File: config.mk
export PLATFORM = sky130hd
export DESIGN_NAME = eth_packer
export DESIGN_NICKNAME = d
export VERILOG_FILES = /design/src/rtl/eth_packer.sv
export SDC_FILE = /design/constraint.sdc
export NUM_CORES = 1
export LEC_CHECK = 0
export BUFFER_PORTS_ARGS = -buffer_cell sky130_fd_sc_hd__buf_2
export CORE_MARGIN = 2
export CORE_UTILIZATION = 50
export CTS_CLUSTER_SIZE = 24
export DETAILED_ROUTE_END_ITERATION = 6
export MAX_ROUTING_LAYER = met4
export PLACE_DENSITY = 0.66
export SLEW_MARGIN = 20
export SYNTH_ARGS = -nofsm -noshare
export SYNTH_HDL_FRONTEND = slang
export SYNTH_SLANG_ARGS = --single-unit
File: constraint.sdc
create_clock -name clk -period 4.9 [get_ports clk]
set_input_delay 0.735 -clock clk [delete_from_list [all_inputs] [get_ports clk]]
set_output_delay 0.735 -clock clk [all_outputs]
set_load 0.03 [all_outputs]
File: src/rtl/eth_packer.sv
// RMII receive-side frame checker: packs the dibit frame body, runs CRC-32
// over it and raises a one-cycle done strobe with kill on bad/malformed frames.
module eth_packer #(
    parameter int MIN_BYTES = 4
) (
    input  logic       clk,
    input  logic       rst,
    input  logic       axiiv,
    input  logic [1:0] axiid,
    output logic       done,
    output logic       kill
);

    localparam logic [31:0] POLY    = 32'h04C1_1DB7;
    localparam logic [31:0] INIT    = 32'hFFFF_FFFF;
    localparam logic [31:0] RESIDUE = 32'hC704_DD7B;
    localparam logic [10:0] BCNT_MAX = 11'd2047;
    localparam logic [10:0] MIN_B    = 11'(MIN_BYTES);

    typedef enum logic {
        IDLE,
        RECV
    } state_t;

    state_t      r_state;
    state_t      w_state_nxt;
    logic [31:0] r_crc;
    logic [31:0] w_crc_nxt;
    logic [31:0] w_crc_step;
    logic [1:0]  r_dcnt;
    logic [1:0]  w_dcnt_nxt;
    logic [10:0] r_bcnt;
    logic [10:0] w_bcnt_nxt;
    logic        r_done;
    logic        w_done_nxt;
    logic        r_kill;
    logic        w_kill_nxt;
    logic        w_bad;

    function automatic logic [31:0] crc_bit(
        input logic [31:0] c,
        input logic        b
    );
        logic fb;
        fb = c[31] ^ b;
        return {c[30:0], 1'b0} ^ (fb ? POLY : 32'h0);
    endfunction

    // axiid[0] is the earlier serial bit, so it enters the CRC first
    assign w_crc_step = crc_bit(crc_bit(r_crc, axiid[0]), axiid[1]);

    assign w_bad = (r_crc != RESIDUE)
                || (r_dcnt != 2'd0)
                || (r_bcnt < MIN_B);

    always_comb begin
        w_state_nxt = r_state;
        w_crc_nxt   = r_crc;
        w_dcnt_nxt  = r_dcnt;
        w_bcnt_nxt  = r_bcnt;
        w_done_nxt  = 1'b0;
        w_kill_nxt  = 1'b0;
        unique case (r_state)
            IDLE: begin
                if (axiiv) begin
                    w_crc_nxt   = w_crc_step;
                    w_dcnt_nxt  = 2'd1;
                    w_bcnt_nxt  = 11'd0;
                    w_state_nxt = RECV;
                end
            end
            RECV: begin
                if (axiiv) begin
                    w_crc_nxt  = w_crc_step;
                    w_dcnt_nxt = r_dcnt + 2'd1;
                    if (r_dcnt == 2'd3 && r_bcnt != BCNT_MAX) begin
                        w_bcnt_nxt = r_bcnt + 11'd1;
                    end
                end else begin
                    w_done_nxt  = 1'b1;
                    w_kill_nxt  = w_bad;
                    w_crc_nxt   = INIT;
                    w_dcnt_nxt  = 2'd0;
                    w_bcnt_nxt  = 11'd0;
                    w_state_nxt = IDLE;
                end
            end
            default: begin
                w_state_nxt = IDLE;
            end
        endcase
    end

    always_ff @(posedge clk) begin
        if (!rst) begin
            r_state <= IDLE;
            r_crc   <= INIT;
            r_dcnt  <= 2'd0;
            r_bcnt  <= 11'd0;
            r_done  <= 1'b0;
            r_kill  <= 1'b0;
        end else begin
            r_state <= w_state_nxt;
            r_crc   <= w_crc_nxt;
            r_dcnt  <= w_dcnt_nxt;
            r_bcnt  <= w_bcnt_nxt;
            r_done  <= w_done_nxt;
            r_kill  <= w_kill_nxt;
        end
    end

    assign done = r_done;
    assign kill = r_kill;

endmodule

==> flow_metrics.tcl <==
set metrics [dict create \
    whs_path_depth 2 \
    yosysMostFrequentCell "dfxtp_1" \
    drive_gt1_share_pct 9.13 \
    core_um2 4660 \
    antenna_left 0 \
    cts_tree "built" \
    timing.setup.tns_ns 0 \
    synth_cell_type_count 53 \
    synthFlopType "dfxtp_1" \
    fp.dieW_um 73.2 \
    criticalPathCategory "reg -> reg" \
    fin_nets 270 \
    status "completed" \
    diodes 0 \
    grt_pass1_wl_mm 7.96 \
    rsz0062_at_grt "false" \
    worst_path_max_delay_cell "dfxtp_1" \
    dieArea_um2 5360 \
    cts_setup_buffers 0 \
    yosys.area.top_type "dfxtp_1" \
    synth_top_area_share_pct 40.1 \
    path_clk_slew_ns 0.10 \
    hold_ws_ns 0.546 \
    syn-cell-area_um2 2400 \
    crit_path_start "r_state" \
    grt_usage_pct 19.5 \
    hold_violations 0 \
    max_freq_mhz 491 \
    end_kind "flip-flop" \
    synth_edf_count 0 \
    rows 25 \
    syn_nets 274 \
    viasPerCell 5.89 \
    htreeDepth 2 \
    setup_slack_ns 2.86 \
    die_h_um 73.2 \
    cp-start-kind "flip-flop" \
    start_util_pct 51.4 \
    cp_cell_sequence "buf_4, o211a_1, o2111ai_1, or3_1, a21oi_1" \
    drtIter0Drc 138 \
    io_buffers 6 \
    wire_per_inst_um 14.8 \
    grt_pass1_vias 1664 \
    hp-start "r_bcnt[0]" \
    grt_max_degree 48 \
    finalMaxSlewViolations 0 \
    clock_latency_ns 0.30 \
    pin_count 7 \
    preCtsSetupSlack_ns 2.73 \
    synthTopCellsByCount "dfxtp_1, nor3_1, o21ai_0" \
    cts_root_buffer "clkbuf_8" \
    p_leak_uw 0.000920 \
    cp_data_arrival_time_ns 2.27 \
    relSlewSlack_pct 52.2 \
    synthCells 266 \
    cts.repair.resized 0 \
    peakVddDrop_v 0.000187 \
    async_reset_ff_share_pct 0 \
    cp.required_ns 5.13 \
    fillers 419 \
    final-setup-viol-count 0 \
    ctsLongestPathBuffers 2 \
    p_total_uw 806 \
    vias 1867 \
    hold_buffers 0 \
    yosysWarnings 0 \
    syn_avg_cell_area_um2 9.01 \
    period_share_pct 41.6 \
    synth-seq-area-share_pct 40.1 \
    hold_class "reg -> reg" \
    crit_fanout 26 \
    grt_overflow 0 \
    dp_hpwl_mm 3.21 \
    area_growth_pct 6.27 \
    synth-seq-cells 48 \
    worst_pin_slew_ns 0.717 \
    firstDrtPassIters 4 \
    worstRegToRegCells 5 \
    cts.sinks 48 \
    ys_top_cells_by_area "dfxtp_1, nor3_1, nor2b_1" \
    max-cap-violations 0 \
    cpPeakStageDelay_ns 0.65 \
    gp_congestion 0.807 \
    r2r_start "r_state" \
    period_needed_ns 2.04 \
    drc 0 \
    p_per_area_nw_per_um2 316 \
    cts_inserted_buffers 5 \
    wirelength_mm 4.71 \
    antenna_found_initial 0 \
    finClkSkew_ns 0.00894 \
]
## final timing paths
kind | endpoint | slack (ns)
setup / recovery | r_bcnt[8] | 2.86
hold / removal | r_bcnt[0] | 0.55
setup reg to reg | r_bcnt[8] | 2.86
hold reg to reg | r_bcnt[0] | 0.55
## cells by family (layout without fill, tap and decap cells)
group                      after synthesis  count (layout)  synth area share, %
DFF                                     48              48                 40.1
AOI/OAI and AO/OA                       60              60                 17.9
and+or+nand+nor                        108             108                 26.3
buffers and inverters                   27              24                 4.49
adders and majority gates                3               3                 1.57
xor gates and xnor gates                18              18                 8.77
muxes                                    2               2                0.836
## registers in the layout, indices dropped and copies added (netlist names)
signal	flops
done	1
r_bcnt	11
r_crc	32
kill	1
r_dcnt	2
r_state	1
## where the power goes
part           switching, uW  leakage [uW]  internal [uW]
clock network            140     0.0000548            154
logic                   47.9      0.000473           38.7
registers               17.5      0.000393            408
## critical path, delay by kind of cell, from the launching register on
kind / cells / cell delay, ns
flip-flops: 1 / 0.65
AO/OA/AOI/OAI: 3 / 0.60
buffers and inverters: 1 / 0.37
AND/OR/NAND/NOR: 1 / 0.34
## stage by stage
step	instances	util, %	area (um^2)
after CTS	317	54.6	2550
after global routing	317	54.6	2550
final	317	54.6	2550
after floorplan	266	-	2400
after global placement	309	52.2	2430
after detailed placement	309	52.2	2430
## placed cells by master (no fill, tap or decap), types with 8 or more instances in the layout
master / n
o21ai_0: 19
inv_1: 8
nor3_1: 27
a21o_1: 9
nand2_1: 16
nand4_1: 9
nor2b_1: 18
dfxtp_1: 48
xor2_1: 8
nand4b_1: 9
nor2_1: 8
## routing by layer
| metal | track usage (%) | part of all wire (%) | vias to the layer above | wire [um] |
|---|---|---|---|---|
| li1 | - | - | 957 | - |
| met1 | 25.2 | 47 | 880 | 2230 |
| met2 | 30.6 | 49 | 26 | 2320 |
| met3 | 4.01 | 2.5 | 4 | 120 |
| met4 | 5.97 | 0.66 | 0 | 31 |
| met5 | - | 0 | - | 0 |
## final cells by class
class	instances	area [um^2]	share of cell area (%)
Clock inverter	3	46.3	1.82
Multi-Input combinational cell	191	1330	52.1
Timing Repair Buffer	8	45.0	1.77
Sequential cell	48	961	37.7
Tap cell	54	67.6	2.65
Inverter	8	30.0	1.18
Clock buffer	5	68.8	2.70
Note: power is estimated with default switching activity, not from simulation.
